===== src/rtl/bp_pkg.sv =====
// bp_pkg: shared types and helpers for the gshare branch predictor.
// Latency: n/a (pure functions, no state).
// Backpressure: n/a.
package bp_pkg;

    // Helpers work on fixed maximum widths; callers cast to their parameter widths.
    // IDX_BITS and HIST_BITS are limited to 16 by these widths.
    localparam int unsigned BP_MAX_CTR  = 4;
    localparam int unsigned BP_MAX_IDX  = 16;

    // Weakly-not-taken: 2^(cb-1)-1.
    function automatic logic [BP_MAX_CTR-1:0] ctr_init(input int unsigned cb);
        return 4'((32'd1 << (cb - 1)) - 32'd1);
    endfunction

    // Saturating increment, ceiling 2^cb-1.
    function automatic logic [BP_MAX_CTR-1:0] ctr_inc(input logic [BP_MAX_CTR-1:0] c,
                                                      input int unsigned cb);
        logic [BP_MAX_CTR:0] maxv;
        maxv = 5'((32'd1 << cb) - 32'd1);
        return ({1'b0, c} == maxv) ? c : c + 4'd1;
    endfunction

    // Saturating decrement, floor 0.
    function automatic logic [BP_MAX_CTR-1:0] ctr_dec(input logic [BP_MAX_CTR-1:0] c);
        return (c == 4'd0) ? c : c - 4'd1;
    endfunction

    // gshare index: word-aligned PC bits XOR zero-extended history, masked to ib bits.
    function automatic logic [BP_MAX_IDX-1:0] bp_index(input logic [63:0] pc,
                                                       input logic [BP_MAX_IDX-1:0] hist,
                                                       input int unsigned ib);
        logic [BP_MAX_IDX-1:0] mask;
        mask = 16'((32'd1 << ib) - 32'd1);
        return (pc[BP_MAX_IDX+1:2] ^ hist) & mask;
    endfunction

    // Shift an outcome into the history, keeping hb bits.
    function automatic logic [BP_MAX_IDX-1:0] hist_shift(input logic [BP_MAX_IDX-1:0] h,
                                                         input logic t,
                                                         input int unsigned hb);
        logic [BP_MAX_IDX-1:0] mask;
        mask = 16'((32'd1 << hb) - 32'd1);
        return {h[BP_MAX_IDX-2:0], t} & mask;
    endfunction

endpackage


===== src/rtl/bp_counter_table.sv =====
// bp_counter_table: 2^IDX_BITS saturating counters, one comb read, one sync train port.
// Latency: read 0 cycles; training lands at the next clock edge.
// Backpressure: none; caller gates wr_en_i.
module bp_counter_table
    import bp_pkg::*;
#(
    parameter int IDX_BITS = 7,
    parameter int CTR_BITS = 2
) (
    input  logic                clk_i,
    input  logic                rst_i,
    input  logic [IDX_BITS-1:0] rd_idx_i,
    output logic [CTR_BITS-1:0] rd_ctr_o,
    input  logic                wr_en_i,
    input  logic [IDX_BITS-1:0] wr_idx_i,
    input  logic                wr_taken_i
);
    localparam int DEPTH = 1 << IDX_BITS;
    localparam logic [CTR_BITS-1:0] CTR_INIT = CTR_BITS'(ctr_init(CTR_BITS));

    logic [CTR_BITS-1:0] ctr_q [DEPTH];
    logic [CTR_BITS-1:0] wr_cur;
    logic [CTR_BITS-1:0] wr_d;

    assign rd_ctr_o = ctr_q[rd_idx_i];
    assign wr_cur   = ctr_q[wr_idx_i];

    // Next value of the trained entry: the actual outcome alone decides direction.
    always_comb begin
        wr_d = wr_cur;
        if (wr_taken_i) wr_d = CTR_BITS'(ctr_inc(4'(wr_cur), CTR_BITS));
        else            wr_d = CTR_BITS'(ctr_dec(4'(wr_cur)));
    end

    // Counter array: reset every entry to weakly-not-taken, else apply one training write.
    always_ff @(posedge clk_i) begin
        if (rst_i) begin
            for (int i = 0; i < DEPTH; i++) ctr_q[i] <= CTR_INIT;
        end else if (wr_en_i) begin
            ctr_q[wr_idx_i] <= wr_d;
        end
    end

endmodule


===== src/rtl/bp_gshare.sv =====
// bp_gshare: gshare predictor (PC ^ speculative history); optional stats under BP_STATS_EN.
// Latency: prediction 0 cycles from registered state; history/training update at next edge.
// Backpressure: rdy_in low freezes all state and forces outputs to 0; callers hold inputs.
module bp_gshare
    import bp_pkg::*;
#(
    parameter int ADDR_WIDTH = 32,
    parameter int IDX_BITS   = 7,
    parameter int HIST_BITS  = 4,
    parameter int CTR_BITS   = 2
) (
    input  logic                                      clk_in,
    input  logic                                      rst_in,
    input  logic                                      rdy_in,
    input  logic                                      decoder_bp_en_in,
    input  logic [ADDR_WIDTH-1:0]                     decoder_bp_pc_in,
    input  logic [ADDR_WIDTH-1:0]                     decoder_bp_target_in,
    output logic                                      bp_instqueue_rst_out,
    output logic                                      bp_if_en_out,
    output logic [ADDR_WIDTH-1:0]                     bp_if_pc_out,
    output logic                                      bp_rs_taken_out,
    output logic [((HIST_BITS > 0) ? HIST_BITS : 1)-1:0] bp_rs_hist_out,
`ifdef BP_STATS_EN
    output logic [31:0]                               bp_stat_branches_out,
    output logic [31:0]                               bp_stat_miss_out,
`endif
    input  logic                                      rob_bp_en_in,
    input  logic                                      rob_bp_correct_in,
    input  logic                                      rob_bp_taken_in,
    input  logic [ADDR_WIDTH-1:0]                     rob_bp_pc_in,
    input  logic [((HIST_BITS > 0) ? HIST_BITS : 1)-1:0] rob_bp_hist_in
);
    localparam int HW = (HIST_BITS > 0) ? HIST_BITS : 1;

    logic                active;
    logic                query;
    logic                take;
    logic                pred_taken;
    logic                recover;
    logic [HW-1:0]       ghr;
    logic [IDX_BITS-1:0] q_idx;
    logic [IDX_BITS-1:0] u_idx;
    logic [CTR_BITS-1:0] q_ctr;

    assign active     = rdy_in && !rst_in;
    assign query      = active && decoder_bp_en_in;
    assign recover    = rob_bp_en_in && !rob_bp_correct_in;
    assign q_idx      = IDX_BITS'(bp_index(64'(decoder_bp_pc_in), 16'(ghr), IDX_BITS));
    assign u_idx      = IDX_BITS'(bp_index(64'(rob_bp_pc_in), 16'(rob_bp_hist_in), IDX_BITS));
    assign pred_taken = q_ctr[CTR_BITS-1];
    assign take       = query && pred_taken;

    assign bp_instqueue_rst_out = take;
    assign bp_if_en_out         = take;
    assign bp_rs_taken_out      = take;
    assign bp_if_pc_out         = take  ? decoder_bp_target_in : '0;
    assign bp_rs_hist_out       = query ? ghr : '0;

    bp_counter_table #(
        .IDX_BITS (IDX_BITS),
        .CTR_BITS (CTR_BITS)
    ) u_table (
        .clk_i      (clk_in),
        .rst_i      (rst_in),
        .rd_idx_i   (q_idx),
        .rd_ctr_o   (q_ctr),
        .wr_en_i    (rdy_in && rob_bp_en_in),
        .wr_idx_i   (u_idx),
        .wr_taken_i (rob_bp_taken_in)
    );

    generate
        if (HIST_BITS > 0) begin : g_ghr
            logic [HIST_BITS-1:0] ghr_q;
            logic [HIST_BITS-1:0] ghr_d;

            // Recovery from the committed snapshot beats the speculative shift of a squashed query.
            always_comb begin
                ghr_d = ghr_q;
                if (recover)
                    ghr_d = HIST_BITS'(hist_shift(16'(rob_bp_hist_in), rob_bp_taken_in, HIST_BITS));
                else if (decoder_bp_en_in)
                    ghr_d = HIST_BITS'(hist_shift(16'(ghr_q), pred_taken, HIST_BITS));
            end

            // History register, frozen while rdy_in is low.
            always_ff @(posedge clk_in) begin
                if (rst_in)      ghr_q <= '0;
                else if (rdy_in) ghr_q <= ghr_d;
            end

            assign ghr = ghr_q;
        end else begin : g_no_ghr
            assign ghr = '0;
        end
    endgenerate

`ifdef BP_STATS_EN
    logic [31:0] stat_br_q;
    logic [31:0] stat_miss_q;

    // Saturating commit and misprediction counters.
    always_ff @(posedge clk_in) begin
        if (rst_in) begin
            stat_br_q   <= '0;
            stat_miss_q <= '0;
        end else if (rdy_in && rob_bp_en_in) begin
            if (stat_br_q != 32'hFFFF_FFFF) stat_br_q <= stat_br_q + 32'd1;
            if (!rob_bp_correct_in && stat_miss_q != 32'hFFFF_FFFF)
                stat_miss_q <= stat_miss_q + 32'd1;
        end
    end

    assign bp_stat_branches_out = stat_br_q;
    assign bp_stat_miss_out     = stat_miss_q;
`endif

endmodule


===== config.mk =====
export PLATFORM = sky130hd
export DESIGN_NAME = bp_gshare
export DESIGN_NICKNAME = d
export VERILOG_FILES = /design/src/rtl/bp_pkg.sv /design/src/rtl/bp_counter_table.sv /design/src/rtl/bp_gshare.sv
export SDC_FILE = /design/constraint.sdc
export NUM_CORES = 1
export LEC_CHECK = 0
export ABC_AREA = 1
export CORE_MARGIN = 4
export CORE_UTILIZATION = 45
export CTS_CLUSTER_DIAMETER = 30
export DETAILED_ROUTE_END_ITERATION = 8
export PLACE_DENSITY = 0.73
export REMOVE_ABC_BUFFERS = 1
export SLEW_MARGIN = 20
export SYNTH_ARGS = -nofsm -noshare
export SYNTH_HDL_FRONTEND = slang
export SYNTH_SLANG_ARGS = --single-unit

===== constraint.sdc =====
create_clock -name clk_in -period 2.5 [get_ports clk_in]
set_input_delay 0.25 -clock clk_in [delete_from_list [all_inputs] [get_ports clk_in]]
set_output_delay 0.25 -clock clk_in [all_outputs]
set_load 0.005 [all_outputs]

=== After elaboration in Yosys (flattened, before gate mapping) ===
Memory sizes are Yosys's and may differ from the RTL's.
Index checks and enable logic that the tools add are counted.

* Flip-flop bits (word level): 4
* Bits in latches: 0
* RAM bits: 256
* Memory bits (read-only): 0
* Input port bits: 107
* Output and inout port bits: 39
* Word-level logic and storage cells: 33
* Memories: 1

* Add/subtract/negate cells: 2
* $mul: 0
* Divide/modulo/power cells: 0
* $lt $le $gt $ge: 0
* Equal/unequal tests: 1
* Shift operators: 0
* Mux-type cells: 15
* Bitwise operators: 2
* Reduce and logical (&&, ||, !) cells: 11

{| class="wikitable"
|+ Memory list
! memory !! depth !! bits a word !! read ports !! clocked after memory_dff !! wr ports !! line !! text
|-
| u_table.ctr_q || 128 || 2 || 2 || 0 || 128 || bp_counter_table.sv:21 || <nowiki>logic [CTR_BITS-1:0] ctr_q [DEPTH];</nowiki>
|}

{| class="wikitable"
|+ Operators with widths
! cell !! count
|-
| $mux W32 || 1
|-
| $xor A7 B4 Y7 || 2
|-
| $mux W4 || 3
|-
| $mux W2 || 4
|-
| $mux W7 || 1
|-
| $mux W1 || 6
|-
| $logic_and A1 B1 Y1 || 5
|-
| $add A2 B1 Y2 const B || 1
|-
| $eq A2 B2 Y1 const B || 1
|-
| $logic_not A1 Y1 || 2
|-
| $logic_not A2 Y1 || 1
|-
| $reduce_and A2 Y1 || 1
|-
| $reduce_bool A2 Y1 || 1
|-
| $reduce_or A2 Y1 || 1
|-
| $sub A2 B1 Y2 const B || 1
|}

=== Longest topological paths before layout ===
* Word-level depth: 6
* Mapped depth: 20

=== Hierarchy ===
Synthesis repeated with hierarchy kept, for this count alone.

* Cell total of the unflattened synthesis: 2431
* Area total of the unflattened synthesis: 17077.6 um2

{| class="wikitable"
|+ By module, submodules not included
! module !! instances !! cells an instance !! area an instance (um2) !! sequential area each (um2)
|-
| bp_counter_table || 1 || 2300 || 16409.5 || 7687.4
|-
| bp_gshare || 1 || 131 || 668.1 || 80.1
|}

=== Worst setup path after synthesis ===
OpenSTA, ideal clock, no wires.

* Path kind: flip-flop to output port
* From: register g_ghr.ghr_q[2]
* To: output bp_instqueue_rst_out
* Data arrival time: 2.107 ns
* Slack: 0.143 ns
* Cell stages (with the launch flop): 14
* Path through: dfxtp_1 > xnor2_1 > inv_1 > clkbuf_1 > nand3_1 > nand3_1 > nand3_1 > nand3_1 > nand3_1 > nand2_1 > nand2_1 > buf_2 > inv_1 > buf_4

* Word-level cells in the longest chain between the ends: 3

{| class="wikitable"
|+ Ends and longest elaborated chain
! element !! line !! text
|-
| start: declaration || bp_gshare.sv:74 || <nowiki>logic [HIST_BITS-1:0] ghr_q;</nowiki>
|-
| start signal: assignment || bp_gshare.sv:89 || <nowiki>else if (rdy_in) ghr_q <= ghr_d;</nowiki>
|-
| $xor A7 B4 Y7 || bp_pkg.sv:35 || <nowiki>return (pc[BP_MAX_IDX+1:2] ^ hist) & mask;</nowiki>
|-
| $mem_v2 Z128 W2 || - ||
|-
| $logic_and A1 B1 Y1 || bp_gshare.sv:51 || <nowiki>assign take = query && pred_taken;</nowiki>
|-
| end: declaration || bp_gshare.sv:18 || <nowiki>output logic bp_instqueue_rst_out,</nowiki>
|}

Every way passes these cells.

=== Worst setup path after layout ===
* From: register g_ghr.ghr_q[0]
* To: output bp_if_pc_out[27]

* Word-level cells in the longest chain between the ends: 4

{| class="wikitable"
|+ Ends and longest elaborated chain
! element !! line !! text
|-
| $xor A7 B4 Y7 || bp_pkg.sv:35 ||
|-
| $mem_v2 Z128 W2 || - ||
|-
| $logic_and A1 B1 Y1 || bp_gshare.sv:51 ||
|-
| $mux W32 || bp_gshare.sv:56 || <nowiki>assign bp_if_pc_out = take ? decoder_bp_target_in : '0;</nowiki>
|-
| end: declaration || bp_gshare.sv:20 || <nowiki>output logic [ADDR_WIDTH-1:0] bp_if_pc_out,</nowiki>
|}

Every way passes these cells.

==> metrics <==
max cap viols=0; M2 GR Usage=between 40% and 50%; sequential power share=approximately a third; Seq/Total Area, Yosys=approximately 49%; Pleak=between 8 and 9 nW; Initial DRC Count=2671; Cell variety after synth=28; CP endpoint kind=output port; met3 Use GR=5.876%; reg2reg start=u_table.ctr_q[83][1]; mean number of vias per cell=around 6; routed wire length=roughly 60 mm; global route overflow=0; crit path DAT=between 2 and 3 ns; Post-synth EDFFs=approximately 260; power density cells=725.9 mW/mm2; period utilization=129.5%; Routed WL per cell=~22 um; clock latency on the worst-skew pair=0.58 ns; Logic pwr share=between 20% and 30%; R2R Setup Slk=-0.14 ns; Core ar.=around 0.035 mm2; Std-Cell Rows=~70; Final WS setup=-0.7375 ns; peak supply drop=between 600 and 700 uV; htree depth=2; Fmax=between 300 and 400 MHz; Post-DP HPWL=between 30 and 40 mm; synthesized flop and latch total=between 200 and 300; crit path launch=g_ghr.ghr_q[0]; critical path class=reg2out; Ys Warns=0; CTS Buf Count=between 50 and 60; Synth Flop Type=edfxtp_1; GR Util met1=between 30 and 40%; clock sink count=260; Worst Hold Class=in2reg; Max-slew headroom=about 70%; Post-Syn Area per Cell=between 7 and 8 um2; vias in the first global route=15780; min Tclk post-route=between 3 and 4 ns; final hold vios=0; Switching Share=roughly 29%; clock-pin transition on the worst setup and hold timing paths=~0.05 ns; critical path data required time=~2.3 ns; Overall Global Routing Usage=around 29%; Vias=roughly 16000; Internal Pwr Total=11.19 mW; GRT Max-Usage Layer=met2; Synth Instances=2049; outcome=finished with violations; Cells after DPL=about 2600; antenna diode count=0; cts hold-fix bufs=0; NetSw=about 4.6 mW; DRC=0; TritonRoute pass-1 iters=8; largest net degree at the start of global routing=63; RSZ-0062 raised after global routing=yes; # setup viols final=a little over 80; setup slack at placement=-0.7462 ns; Final Max Tran Viols=0; Die Wd=a little under 200 um; HP Start=rob_bp_hist_in[1]; Util after Layout=between 60% and 70%; most common cell after layout, fill and taps aside=nand2_1; layout cells sized above 1=20.56%; clk buf depth=3; Setup crit start kind=flip-flop; Die Ht=slightly below 200 um; worst-margin pin slew=about 0.46 ns; remaining antenna violation count=0; root buf cell=clkbuf_16; Mapped Area=~0.016 mm2; boundary pin count=between 100 and 150; initial antenna violation count=1; most frequent cells in the layout=417 x nand2_1, 350 x inv_1, 301 x nand3_1, 288 x nor2_1, 256 x edfxtp_1; first-pass GRT wire length=between 80 and 90 mm; critical path fanouts, max=16; PortBufs=between 90 and 100; post-synthesis async set-or-reset flop share=0%; RePlAce Congestion=0.9693; clock skew=0.02514 ns; die area=between 0.03 and 0.04 mm2; Final Non-Filler Cells=around 2800; CTS tree=built; Clock power frac=between 40 and 50%; Area Overhead vs Synth=38.01%; starting density of the core=45.52%; failing checks=setup timing; nets=2366
==> cell type report <==
type                            instances  area, um2
Clock buffer                           64       1389
Clock inverter                         38      457.9
Fill cell                            2647      12840
Inverter                              358       1363
Multi-Input combinational cell       1293       6663
Sequential cell                       260       7775
Tap cell                              455      569.3
Timing Repair Buffer                  292       3485
==> flip-flops by register name (all words and copies together) (netlist names) <==
signal / cells
g_ghr.ghr_q: 4
u_table.ctr_q: 256
==> layer usage <==
layer  up-vias  routed length (um)
li1       7072                   -
met2      1395               26560
met3       417                8471
met4         2                4929
met5         -                   9
met1      7521               20170
==> worst max-delay path: stages, from the launching register on <==
cell and delay, ns:
dfxtp_4 0.39, inv_6 0.09, nand2_4 0.07, nand2_8 0.09, buf_12 0.11, buf_12 0.15
nand2_1 0.10, nand3_2 0.10, nand3_1 0.10, nand3_2 0.08, nand3_2 0.11, nand3_2 0.11
nand3_2 0.10, nand2_2 0.11, nand2_4 0.10, buf_8 0.18, clkbuf_16 0.18, nor2_4 0.09
clkbuf_2 0.12
==> cell usage after synthesis, types with 2 or more instances <==
cell type    n  area [um2]
clkbuf_1    41       153.9
xor2_1       2       17.52
buf_1        5       18.77
o211ai_1   104       780.8
nor2_1     319        1197
a31oi_1      3       18.77
nand3_1    374        1872
a21oi_1      4       20.02
xnor2_1      5       43.79
buf_6       13       146.4
nor3_1       6       30.03
dfxtp_1      4       80.08
buf_4       18       135.1
nand2_2      2       12.51
nand4_1      6       37.54
or2_2        7       43.79
o21ai_0     15       75.07
inv_1      356        1336
buf_2       60       300.3
nand2_1    442        1659
edfxtp_1   256        7687
==> power by group through the flow <==
stage | clock network, mW | logic, mW | registers [mW]
finish | 7.30 | 3.49 | 4.97
floorplan | 0 | 1.23 | 5.00
global route | 7.55 | 3.58 | 4.97
detailed placement | 0 | 2.52 | 5.03
CTS | 7.28 | 3.05 | 4.96
global placement | 0 | 2.49 | 5.03
==> what timing repair did <==
action / 4_1_cts / 5_1_grt
pin swaps: 14 / 35
setup endpoints to repair: 291 / 291
setup buffers: 28 / 11
gates cloned: 18 / 7
gates resized for setup: 143 / 214
==> path summary, 6_finish.rpt <==
check	depth (start not counted)	to
setup / recovery	18	bp_if_pc_out[27]
hold / removal	3	g_ghr.ghr_q[2]
setup reg to reg	13	u_table.ctr_q[103][0]
hold reg to reg	3	g_ghr.ghr_q[3]
==> cell families (layout without fill, tap and decap cells) <==
family / count (synthesis) / after routing / share of synthesized area [%]
buf+inv: 496 / 752 / 13.44
flops: 260 / 260 / 49.40
xor+xnor: 8 / 8 / 0.4934
compound gates: 128 / 128 / 5.769
simple gates: 1157 / 1157 / 30.90
==> metrics by stage <==
| stage | power [mW] | setup TNS [ns] | area [um2] | hold WS [ns] |
|---|---|---|---|---|
| after CTS | 15.30 | -21.30 | 21060 | 0.2156 |
| final | 15.75 | -24.35 | 21700 | 0.04377 |
| after detailed placement | 7.555 | -210.98 | 18110 | 0.6432 |
| after global placement | 7.518 | -192.37 | 18110 | 0.6310 |
| after global routing | 16.10 | -39.92 | 21700 | 0.07211 |
| after floorplan | 6.232 | -1874.89 | 14950 | 0.3191 |
Power figures use the tool's default switching activity.
